$ cat src/rtl/ami_cmd.sv
// AXI4 master command engine: one user command at a time, issued as a single full-width INCR burst.
// Optional build macro AMI_4KB_CHECK_EN rejects commands whose burst would cross a 4KB page.
//
// state | meaning
// ------+----------------------------------------------
// IDLE  | waiting for a command, cmd_ready=1
// AW    | write address presented, waiting for AWREADY
// W     | write beats streamed from u_w* to W channel
// B     | waiting for write response
// AR    | read address presented, waiting for ARREADY
// R     | read beats streamed from R channel to u_r*
module ami_cmd #(
   parameter int AXI_DW = 128,
   parameter int AXI_AW = 40,
   parameter int AXI_IW = 8,
   parameter int AXI_LW = 8,
   parameter int AXI_ID = 0
) (
   input  logic                  usr_clk,
   input  logic                  usr_reset_n,

   input  logic                  cmd_valid,
   output logic                  cmd_ready,
   input  logic                  cmd_write,
   input  logic [AXI_AW-1:0]     cmd_addr,
   input  logic [AXI_LW-1:0]     cmd_len,

   input  logic [AXI_DW-1:0]     u_wdata,
   input  logic [AXI_DW/8-1:0]   u_wstrb,
   input  logic                  u_wvalid,
   output logic                  u_wready,

   output logic [AXI_DW-1:0]     u_rdata,
   output logic                  u_rlast,
   output logic                  u_rvalid,
   input  logic                  u_rready,

   output logic                  done_valid,
   output logic                  done_write,
   output logic                  done_err,

   output logic [AXI_IW-1:0]     AWID,
   output logic [AXI_AW-1:0]     AWADDR,
   output logic [AXI_LW-1:0]     AWLEN,
   output logic [2:0]            AWSIZE,
   output logic [1:0]            AWBURST,
   output logic                  AWVALID,
   input  logic                  AWREADY,

   output logic [AXI_DW-1:0]     WDATA,
   output logic [AXI_DW/8-1:0]   WSTRB,
   output logic                  WLAST,
   output logic                  WVALID,
   input  logic                  WREADY,

   input  logic [AXI_IW-1:0]     BID,
   input  logic [1:0]            BRESP,
   input  logic                  BVALID,
   output logic                  BREADY,

   output logic [AXI_IW-1:0]     ARID,
   output logic [AXI_AW-1:0]     ARADDR,
   output logic [AXI_LW-1:0]     ARLEN,
   output logic [2:0]            ARSIZE,
   output logic [1:0]            ARBURST,
   output logic                  ARVALID,
   input  logic                  ARREADY,

   input  logic [AXI_IW-1:0]     RID,
   input  logic [AXI_DW-1:0]     RDATA,
   input  logic [1:0]            RRESP,
   input  logic                  RLAST,
   input  logic                  RVALID,
   output logic                  RREADY
);

   localparam int BPB  = AXI_DW / 8;
   localparam int ALSB = $clog2(BPB);
   localparam logic [AXI_AW-1:0] ALIGN_MASK = ~((AXI_AW'(1) << ALSB) - AXI_AW'(1));

   typedef enum logic [2:0] {
      S_IDLE = 3'd0,
      S_AW   = 3'd1,
      S_W    = 3'd2,
      S_B    = 3'd3,
      S_AR   = 3'd4,
      S_R    = 3'd5
   } state_t;

   state_t state, state_nxt;

   logic [AXI_AW-1:0] addr_q;
   logic [AXI_LW-1:0] len_q;
   logic [AXI_LW:0]   cnt_q;
   logic              rerr_q;
   logic              done_valid_q;
   logic              done_write_q;
   logic              done_err_q;

   logic cmd_hs;
   logic reject;
   logic cnt_last;
   logic w_hs;
   logic b_hs;
   logic r_hs;
   logic r_end;
   logic r_beat_err;
   logic unused_inputs;

   assign cmd_hs     = cmd_valid && (state == S_IDLE);
   assign cnt_last   = (cnt_q == {1'b0, len_q});
   assign w_hs       = (state == S_W) && u_wvalid && WREADY;
   assign b_hs       = (state == S_B) && BVALID;
   assign r_hs       = (state == S_R) && RVALID && u_rready;
   // A burst ends on RLAST or on the expected final beat, whichever comes first
   assign r_end      = r_hs && (RLAST || cnt_last);
   assign r_beat_err = RRESP[1] || (RLAST != cnt_last);

`ifdef AMI_4KB_CHECK_EN
   logic [31:0] page_end;
   assign page_end = 32'(cmd_addr[11:0] & ALIGN_MASK[11:0]) + (32'(cmd_len) + 32'd1) * 32'(BPB);
   assign reject   = (page_end > 32'd4096);
`else
   assign reject   = 1'b0;
`endif

   assign unused_inputs = ^{BID, RID, BRESP[0], RRESP[0]};

   always_comb begin
      state_nxt = state;
      case (state)
         S_IDLE: if (cmd_hs && !reject) state_nxt = cmd_write ? S_AW : S_AR;
         S_AW:   if (AWREADY) state_nxt = S_W;
         S_W:    if (w_hs && cnt_last) state_nxt = S_B;
         S_B:    if (BVALID) state_nxt = S_IDLE;
         S_AR:   if (ARREADY) state_nxt = S_R;
         S_R:    if (r_end) state_nxt = S_IDLE;
         default: state_nxt = S_IDLE;
      endcase
   end

   always_ff @(posedge usr_clk or negedge usr_reset_n) begin
      if (!usr_reset_n) begin
         state        <= S_IDLE;
         addr_q       <= '0;
         len_q        <= '0;
         cnt_q        <= '0;
         rerr_q       <= 1'b0;
         done_valid_q <= 1'b0;
         done_write_q <= 1'b0;
         done_err_q   <= 1'b0;
      end else begin
         state        <= state_nxt;
         done_valid_q <= 1'b0;
         if (cmd_hs) begin
            addr_q <= cmd_addr & ALIGN_MASK;
            len_q  <= cmd_len;
            cnt_q  <= '0;
            rerr_q <= 1'b0;
            if (reject) begin
               done_valid_q <= 1'b1;
               done_write_q <= cmd_write;
               done_err_q   <= 1'b1;
            end
         end
         if (w_hs || r_hs) cnt_q <= cnt_q + (AXI_LW+1)'(1);
         if (r_hs) rerr_q <= rerr_q || r_beat_err;
         if (b_hs) begin
            done_valid_q <= 1'b1;
            done_write_q <= 1'b1;
            done_err_q   <= BRESP[1];
         end
         if (r_end) begin
            done_valid_q <= 1'b1;
            done_write_q <= 1'b0;
            done_err_q   <= rerr_q || r_beat_err;
         end
      end
   end

   assign cmd_ready  = (state == S_IDLE);
   assign done_valid = done_valid_q;
   assign done_write = done_write_q;
   assign done_err   = done_err_q;

   assign AWID    = AXI_IW'(AXI_ID);
   assign AWADDR  = addr_q;
   assign AWLEN   = len_q;
   assign AWSIZE  = 3'(ALSB);
   assign AWBURST = 2'b01;
   assign AWVALID = (state == S_AW);

   assign WDATA    = u_wdata;
   assign WSTRB    = u_wstrb;
   assign WLAST    = (state == S_W) && cnt_last;
   assign WVALID   = (state == S_W) && u_wvalid;
   assign u_wready = (state == S_W) && WREADY;

   assign BREADY = (state == S_B);

   assign ARID    = AXI_IW'(AXI_ID);
   assign ARADDR  = addr_q;
   assign ARLEN   = len_q;
   assign ARSIZE  = 3'(ALSB);
   assign ARBURST = 2'b01;
   assign ARVALID = (state == S_AR);

   assign RREADY   = (state == S_R) && u_rready;
   assign u_rvalid = (state == S_R) && RVALID;
   assign u_rdata  = RDATA;
   assign u_rlast  = (state == S_R) && RLAST;

endmodule

$ cat config.mk
export PLATFORM = sky130hd
export DESIGN_NAME = ami_cmd
export DESIGN_NICKNAME = d
export VERILOG_FILES = /design/src/rtl/ami_cmd.sv
export SDC_FILE = /design/constraint.sdc
export NUM_CORES = 1
export LEC_CHECK = 0
export BUFFER_PORTS_ARGS = -buffer_cell sky130_fd_sc_hd__buf_2
export CORE_AREA = 2 2 293 295
export CTS_CLUSTER_SIZE = 10
export DETAILED_ROUTE_END_ITERATION = 16
export DIE_AREA = 0 0 295 297
export RECOVER_POWER = 100
export SKIP_CTS_REPAIR_TIMING = 1
export SLEW_MARGIN = 20
export SYNTH_ARGS = -nofsm -noshare
export SYNTH_HDL_FRONTEND = slang
export SYNTH_SLANG_ARGS = --single-unit
$ cat constraint.sdc
create_clock -name usr_clk -period 1.9 [get_ports usr_clk]
set_input_delay 0.38 -clock usr_clk [delete_from_list [all_inputs] [get_ports usr_clk]]
set_output_delay 0.38 -clock usr_clk [all_outputs]
set_load 0.005 [all_outputs]
Word-level counts from Yosys, hierarchy flattened
Index checks and enable logic that the tools add are counted.
{"block": "word_totals", "register_bits": 60, "inputBits": 352, "word_cells": 61}
{"block": "classes", "n_mux": 18, "add_sub_neg": 1, "n_reduce_logical": 21, "n_eq_ne": 13}
{"cell": "3-bit two-way mux", "count": 7}
{"cell": "9-bit two-way mux", "count": 2}
{"cell": "3-bit case mux with 6 select lines", "count": 1}
{"cell": "1-bit logical AND", "count": 12}
{"cell": "9-bit by 1-bit adder with 9-bit output, second input constant", "count": 1}
{"cell": "9-bit by 8-bit equality test with 1-bit output", "count": 1}
{"cell": "1-bit two-way mux", "count": 8}
{"cell": "2-bit by 1-bit != test with 1-bit output, second input constant", "count": 4}
{"cell": "3-bit by 2-bit equality test with 1-bit output, second input constant", "count": 2}
{"cell": "3-bit equality test, second input constant", "count": 2}
{"cell": "6-bit AND reduction", "count": 1}
{"cell": "2-bit nonzero test", "count": 3}
{"cell": "1-bit logical OR", "count": 4}
{"cell": "2-bit != test, second input constant", "count": 2}
{"cell": "3-bit by 1-bit equality test with 1-bit output, second input constant", "count": 1}
{"cell": "3-bit logical NOT", "count": 1}
{"cell": "1-bit != test", "count": 1}

Longest topological paths before layout
Gate-level depths: netlist of the first run.
{"block": "depth", "word_depth": 6, "depth_mapped": 8}

Worst setup path after synthesis of the first run
OpenSTA, ideal clock, no wires.
{"block": "synth_path", "kind": "reg-to-reg", "startpoint": "reg cnt_q[6]", "endpoint": "reg state[0]", "slack_ps": -95, "t_required_ps": 1767, "synth_period_minus_slack_ps": 1995, "path_stages_with_launch": 9, "n_path_buf": 0, "arrival_time_ps": 1863, "setup_ps": 133, "path_cell_list": "dfrtp_1 xnor2_1 nand3_1 or4_1 ha_1 nand4b_1 and3_1 o22ai_1 a21oi_1"}
{"block": "synth_via", "elab_chain_cells": 5, "elab_cells_between_ends": 7, "cone_classes": "eq/ne (3); reduce/logical (4)"}
{"element": "start, declared", "line": "94", "source": "logic [AXI_LW:0] cnt_q;"}
{"element": "start signal, assigned", "line": "166", "source": "if (w_hs || r_hs) cnt_q <= cnt_q + (AXI_LW+1)'(1);"}
{"element": "9-bit by 8-bit equality test with 1-bit output *", "line": "111", "source": "assign cnt_last = (cnt_q == {1'b0, len_q});"}
{"element": "1-bit logical OR", "line": "116", "source": "assign r_end = r_hs && (RLAST || cnt_last);"}
{"element": "1-bit logical AND", "line": "116"}
{"element": "2-bit != test (no source line)"}
{"element": "6-bit AND reduction (no source line) *"}
{"element": "end signal, assigned", "line": "153", "source": "state <= state_nxt;"}
{"element": "end, declared", "line": "90", "source": "state_t state, state_nxt;"}
Mark *: on every way between the ends. The rest lies on a longest branch, timed or not.
A chain may end at the register's enable or synchronous reset.

Worst setup path in the final report of the first run
{"block": "layout_path", "startpoint": "reg len_q[4], in the netlist ARLEN[4]", "endpoint": "out WLAST"}
{"block": "layout_via", "elab_chain_cells": 2}
{"element": "start, declared", "line": "93", "source": "logic [AXI_LW-1:0] len_q;"}
{"element": "start signal, assigned", "line": "157", "source": "len_q <= cmd_len;"}
{"element": "9-bit by 8-bit equality test with 1-bit output", "line": "111"}
{"element": "1-bit logical AND", "line": "195", "source": "assign WLAST = (state == S_W) && cnt_last;"}
{"element": "end, declared", "line": "52", "source": "output logic WLAST,"}
Every way passes these cells.

==> impl_metrics.py, run 1 <==
metrics = {
    "run_status": {
        "status": "finished with violations",
        "violations": "negative setup slack",
    },
    "logic_synthesis": {
        "ys.flop_type": "dfrtp_1",
        "ys_seq_area_share_pct": 28.1,
        "async_flop_share_pct": 100,
        "netlist_instances": 649,
        "synth_top_area_cell": "buf_4",
        "synth_cell_types": 40,
        "netlist.area_leader.share_pct": 49.8,
        "ys_warn_count": 0,
        "netlist_area_sq_mm": 0.00535,
        "ys_seq_elements": 60,
        "synth_edf_count": 0,
        "avgSynthCellArea_sq_um": 8.25,
        "synth_area_leaders": "buf_4 (50%), dfrtp_1 (28%), nand2_1 (10%), xnor2_1 (1.3%), mux2i_1 (0.94%)",
    },
    "sta": {
        "tightest_slew_ns": 1.23,
        "rsz0062_at_grt": "yes",
        "drv_slew": 0,
        "max_freq_mhz": 423,
        "finalClockSkew_ns": 0.00931,
        "setup_ws_ns": -0.465,
        "slew-limit-headroom_pct": 18.0,
        "fin_crit_sh_pct": 124,
        "whs_ns": 0.167,
        "hold_violations": 0,
        "finalSetupViolCount": 12,
        "fin_crit_ns": 2.36,
        "final.setup.tns_ns": -1.62,
    },
    "setup_path": {
        "crit_path_end_kind": "output port",
        "critPathMaxStageDelay_ns": 0.53,
        "critical_path.max_fanout": 2,
        "cp_slowest_cell": "or4_4",
        "start_kind": "register",
        "worstPathArrival_ns": 1.98,
        "path_cells": "xnor2_1 -> nand4_1 -> or4_4 -> buf_6 -> nor2b_4 -> buf_2",
        "path_class": "register to output port",
        "crit_required_ns": 1.52,
    },
    "cts": {
        "cts_tree": "built",
        "clock_path_buffers": 2,
        "cts_sinks": 60,
        "clk_pin_slew_ns": 0.07,
        "root_buffer": "clkbuf_16",
        "worstSkewPairLatency_ns": 0.39,
        "cts_htree_levels": 3,
        "cts_buffers": 9,
    },
    "cells_and_area": {
        "layout-drive-gt1-share_pct": 34.2,
        "seqCellArea_sq_mm": 0.00150,
        "area_growth_pct": 3.76,
        "layout_common_cells": "nand2_1 (143), buf_2 (118), dfrtp_1 (59)",
        "final_common_cell": "nand2_1",
        "postLayoutCoreUtil_pct": 6.57,
        "fillers": 9960,
        "multi_input_area_sq_mm": 0.00130,
        "layout.nets": 876,
    },
    "pwr": {
        "cellLeakagePower_nw": 2.34,
        "peakVddDrop_mv": 0.499,
        "totalPowerFinal_mw": 6.52,
        "power_density_mw_per_mm2": 1170,
    },
    "route": {
        "postRouteAntennaNets": 0,
        "routed_via_density": 2.03,
        "dr.pass1.iters": 4,
        "routedWlPerCell_um": 22.8,
        "vias": 3393,
        "drt_first_iter_violations": 187,
        "drc": 0,
        "drt-total-wl_mm": 38.1,
    },
    "hold_path": {
        "hp-class": "input pin to register",
    },
    "global_route": {
        "antenna_found_initial": 6,
        "grtUsageTotal_pct": 8.52,
        "grt_start_max_net_pins": 30,
        "gr-total-overflow": 0,
        "grt_pass1_wl_mm": 44.1,
        "grt_pass1_vias": 3084,
    },
    "job": {
        "max_cap_violations": 0,
    },
    "die": {
        "die_area_sq_mm": 0.0876,
        "design.core.area_sq_mm": 0.0845,
        "row_count": 107,
        "die_h_um": 297,
        "start_util_pct": 6.33,
        "ios": 759,
        "die_x_um": 295,
    },
    "placed_design": {
        "hpwl_mm": 34.7,
        "gp_congestion": 0.785,
        "portBuffers": 158,
        "dp_slack_ns": -0.139,
    },
}
-- report_power, final --
part | internal, mW | leakage [nW] | total, mW | switching, mW
logic | 1.16 | 1.45 | 2.62 | 1.47
clock network | 0.886 | 0.132 | 1.68 | 0.790
registers | 1.79 | 0.760 | 2.22 | 0.434
-- path summary, 6_finish.rpt --
path / cells past startpoint / end / startpoint / slack [ns]
max in group asynchronous: 3 / ARADDR[33]$_DFFE_PN0P_ / usr_reset_n / 0.18
min: 3 / ARADDR[6]$_DFFE_PN0P_ / cmd_addr[6] / 0.17
max reg2reg: 9 / state[0]$_DFFE_PN0P_ / ARLEN[4]$_DFFE_PN0P_ / -0.31
max: 6 / WLAST / ARLEN[4]$_DFFE_PN0P_ / -0.46
min in group asynchronous: 2 / rerr_q$_DFFE_PN0P_ / usr_reset_n / 0.77
min reg2reg: 1 / cnt_q[8]$_DFFE_PN0P_ / cnt_q[8]$_DFFE_PN0P_ / 0.49
-- synthesized netlist by cell type, drive strengths merged (3+ instances only) --
library cell and count:
a21oi 5, and2 4, and3 5, buf 360, clkbuf 4, dfrtp 60, inv 3, mux2 3
mux2i 5, nand2 143, nand3 6, nor2 5, nor2b 5, nor3 4, o21ai 3, xnor2 8
-- per-stage QoR --
step | instances | cell area [sq um]
finish | 1673 | 5550
global route | 1671 | 5550
CTS | 1667 | 5570
detailed placement | 1651 | 5290
global placement | 1651 | 5290
floorplan | 681 | 5490
-- state kept, by name (all words and copies together), names as in the netlist --
| signal | flops |
|---|---|
| rerr_q | 1 |
| done_write | 1 |
| cnt_q | 9 |
| done_err | 1 |
| done_valid | 1 |
| ARLEN | 8 |
| ARADDR | 36 |
| state | 3 |
-- area by class of cell --
cell class | instances | share of cell area, %
Clock inverter | 7 | 0.924
Inverter | 3 | 0.203
Antenna cell | 2 | 0.0901
Sequential cell | 60 | 27.1
Multi-Input combinational cell | 254 | 23.5
Clock buffer | 9 | 4.06
Tap cell | 1144 | 25.8
Timing Repair Buffer | 194 | 18.4
-- routing by layer --
metal | track usage, % | vias to the layer above | share of wire (%)
li1 | - | 1380 | -
met1 | 3.96 | 1443 | 17
met2 | 13.7 | 484 | 47
met3 | 13.7 | 78 | 34
met4 | 2.88 | 8 | 2.7
met5 | 0 | - | 0.12
-- kinds of logic (layout without fill, tap and decap cells) --
logic type	Yosys count	in the layout	share of synthesized area, %
AO/OA/AOI/OAI	20	20	2.88
XOR/XNOR	9	9	1.47
adder cells (fa/ha/maj)	2	2	0.468
buffers and inverters	367	213	51.0
flip-flops	60	60	28.1
multiplexers	8	8	1.64
other	2	36	0.140
AND/OR/NAND/NOR	181	181	14.4
-- worst max-delay path: cells and delay by family (launching register included) --
family | cells | cell delay (ns)
and+or+nand+nor | 3 | 0.78
DFF | 1 | 0.39
buffers and inverters | 2 | 0.25
xor gates and xnor gates | 1 | 0.18
(Power assumes the default switching activity.)
==> run 2: changes to the inputs <==
Settings changed: ABC_AREA set to 1.
==> impl_metrics.py, run 2 <==
metrics = {
    "global_route": {
        "grtUsageTotal_pct": 7.73,
        "antenna_found_initial": 4,
        "grt_pass1_wl_mm": 40.4,
        "grt_start_max_net_pins": 61,
        "grt_pass1_vias": 3139,
        "gr-total-overflow": 0,
    },
    "cells_and_area": {
        "layout-drive-gt1-share_pct": 33.8,
        "layout_common_cells": "nand2_1 (160), buf_2 (127), dfrtp_1 (60)",
        "layout.nets": 916,
        "area_growth_pct": 4.28,
        "multi_input_area_sq_mm": 0.00121,
        "fin_cells": 1709,
        "largest_reg_flops": 36,
        "final_common_cell": "nand2_1",
        "fillers": 9973,
        "seqCellArea_sq_mm": 0.00150,
        "diodes": 0,
    },
    "route": {
        "drt_first_iter_violations": 105,
        "dr.pass1.iters": 4,
        "drc": 0,
        "routed_via_density": 2.00,
        "drt-total-wl_mm": 34.6,
        "postRouteAntennaNets": 0,
        "vias": 3413,
        "routedWlPerCell_um": 20.2,
    },
    "sta": {
        "drv_slew": 0,
        "finalClockSkew_ns": 0.0120,
        "finalSetupViolCount": 1,
        "fin_crit_sh_pct": 103,
        "tightest_slew_ns": 1.10,
        "setup_ws_ns": -0.0630,
        "rsz0062_at_grt": "yes",
        "slew-limit-headroom_pct": 26.9,
        "final.setup.tns_ns": -0.0630,
        "max_freq_mhz": 509,
        "hold_violations": 0,
        "fin_crit_ns": 1.96,
    },
    "pwr": {
        "p_seq_share_pct": 32.2,
        "switching_power_mw": 2.87,
        "swShare_pct": 40.7,
        "peakVddDrop_mv": 0.450,
        "clkPwrFrac_pct": 27.7,
        "intPower_mw": 4.19,
        "pwr-share-comb_pct": 40.1,
        "power_density_mw_per_mm2": 1270,
        "cellLeakagePower_nw": 2.47,
    },
    "die": {
        "design.core.area_sq_mm": 0.0845,
        "die_x_um": 295,
        "row_count": 107,
        "die_area_sq_mm": 0.0876,
        "die_h_um": 297,
        "start_util_pct": 6.33,
        "ios": 759,
    },
    "setup_path": {
        "path_class": "register to output port",
        "start_kind": "register",
        "critical_path.max_fanout": 3,
        "crit_path_end_kind": "output port",
        "worstPathArrival_ns": 1.58,
        "crit_required_ns": 1.52,
    },
    "logic_synthesis": {
        "synth_top_area_cell": "buf_4",
        "synth_cell_types": 24,
        "async_flop_share_pct": 100,
        "netlist_area_sq_mm": 0.00534,
        "synth_edf_count": 0,
        "post-synth-top-count-cell": "buf_4",
        "synthTopCellsByCount": "buf_4 (351), nand2_1 (163), dfrtp_1 (60)",
        "ys_seq_elements": 60,
        "ys_warn_count": 0,
        "netlist.area_leader.share_pct": 49.3,
        "netlist_instances": 693,
        "avgSynthCellArea_sq_um": 7.71,
        "ys.flop_type": "dfrtp_1",
        "ys_seq_area_share_pct": 28.1,
        "synth_area_leaders": "buf_4 (49%), dfrtp_1 (28%), nand2_1 (11%), inv_1 (2.2%), nor2_1 (1.4%)",
    },
    "hold_path": {
        "hp-class": "input pin to register",
    },
    "placed_design": {
        "post-place-cells": 1686,
        "portBuffers": 158,
        "gp_congestion": 0.745,
        "hpwl_mm": 30.7,
    },
    "run_status": {
        "status": "finished with violations",
        "violations": "negative setup slack",
    },
    "cts": {
        "clk_pin_slew_ns": 0.06,
        "clock_path_buffers": 2,
        "cts_htree_levels": 3,
        "root_buffer": "clkbuf_16",
        "cts_buffers": 9,
        "cts_sinks": 60,
        "cts_tree": "built",
        "worstSkewPairLatency_ns": 0.38,
    },
    "job": {
        "max_cap_violations": 0,
    },
}
==> run 2: cell types whose count changed after synthesis, moves of 4 or more <==
cell / change
nand3_1: +6
o21ai_0: +4
and2_1: -4
and3_1: -5
nor2_1: +15
xor2_1: +4
o21ai_1: +4
inv_1: +29
xnor2_1: -8
buf_4: -4
nand2_1: +20
mux2i_1: -5
nor2b_1: -5
nand2_2: +4
==> run 2: per-stage QoR <==
stage / worst slack [ns] / utilization, % / hold WS (ns) / area (sq um) / power [mW]
after floorplan: 0.244 / - / 0.0844 / 5460 / 4.53
after detailed placement: 0.00690 / 6.14 / 0.437 / 5190 / 5.17
after global placement: 0.0130 / 6.14 / 0.432 / 5190 / 5.16
final: -0.0630 / 6.60 / 0.195 / 5570 / 7.06
after global routing: -0.208 / 6.60 / 0.166 / 5570 / 7.75
after CTS: -0.269 / 6.52 / -0.00956 / 5500 / 7.29
==> run 2: layout make-up <==
| cell class | instances | area share [%] |
|---|---|---|
| clock buffers | 10 | 4.29 |
| clock inverters | 4 | 1.35 |
| inverters | 34 | 2.29 |
| multi-input cells | 272 | 21.7 |
| flip-flops and latches | 60 | 26.9 |
| well taps | 1144 | 25.7 |
| repair buffers | 185 | 17.8 |
==> run 2: critical path: stages (launching register included) <==
cell	delay [ns]
dfrtp_1	0.37
inv_1	0.06
nand2_1	0.05
nand2_1	0.05
nor2_1	0.10
nand2_1	0.07
nor2_2	0.16
nand2_2	0.07
buf_6	0.11
nor2_2	0.06
buf_2	0.11
==> run 2: logic make-up after synthesis <==
group / synth area share, %
buffers and inverters: 52.4
adders and majority gates: 0.468
other: 0.141
AOI/OAI and AO/OA: 2.11
DFF: 28.1
xor gates and xnor gates: 0.819
and+or+nand+nor: 16.0
==> run 2: power groups by stage <==
stage                     combinational, mW  sequential [mW]  clock [mW]
after floorplan                        2.29             2.24           0
after global placement                 2.88             2.27           0
after detailed placement               2.91             2.27           0
after CTS                              2.90             2.27        2.12
after global routing                   3.25             2.35        2.15
final                                  2.83             2.27        1.96
==> run 2: path summary, 6_finish.rpt <==
path,endpoint,slack (ns),start,cells past startpoint
max,WLAST,-0.06,cnt_q[3]$_DFFE_PN0P_,10
min,ARADDR[24]$_DFFE_PN0P_,0.19,cmd_addr[24],3
max reg2reg,state[2]$_DFFE_PN0P_,0.11,cnt_q[3]$_DFFE_PN0P_,15
min reg2reg,ARADDR[37]$_DFFE_PN0P_,0.49,ARADDR[37]$_DFFE_PN0P_,2
max in group asynchronous,ARADDR[34]$_DFFE_PN0P_,0.30,usr_reset_n,3
min in group asynchronous,ARADDR[9]$_DFFE_PN0P_,0.84,usr_reset_n,3
==> run 2: routing by layer <==
| layer | track usage, % | up-vias | wire [um] |
|---|---|---|---|
| met1 | 3.41 | 1432 | 5860 |
| met4 | 3.81 | 2 | 1620 |
| met3 | 11.6 | 106 | 10800 |
| met5 | 0 | - | 13 |
| met2 | 12.8 | 422 | 16300 |
| li1 | - | 1451 | - |
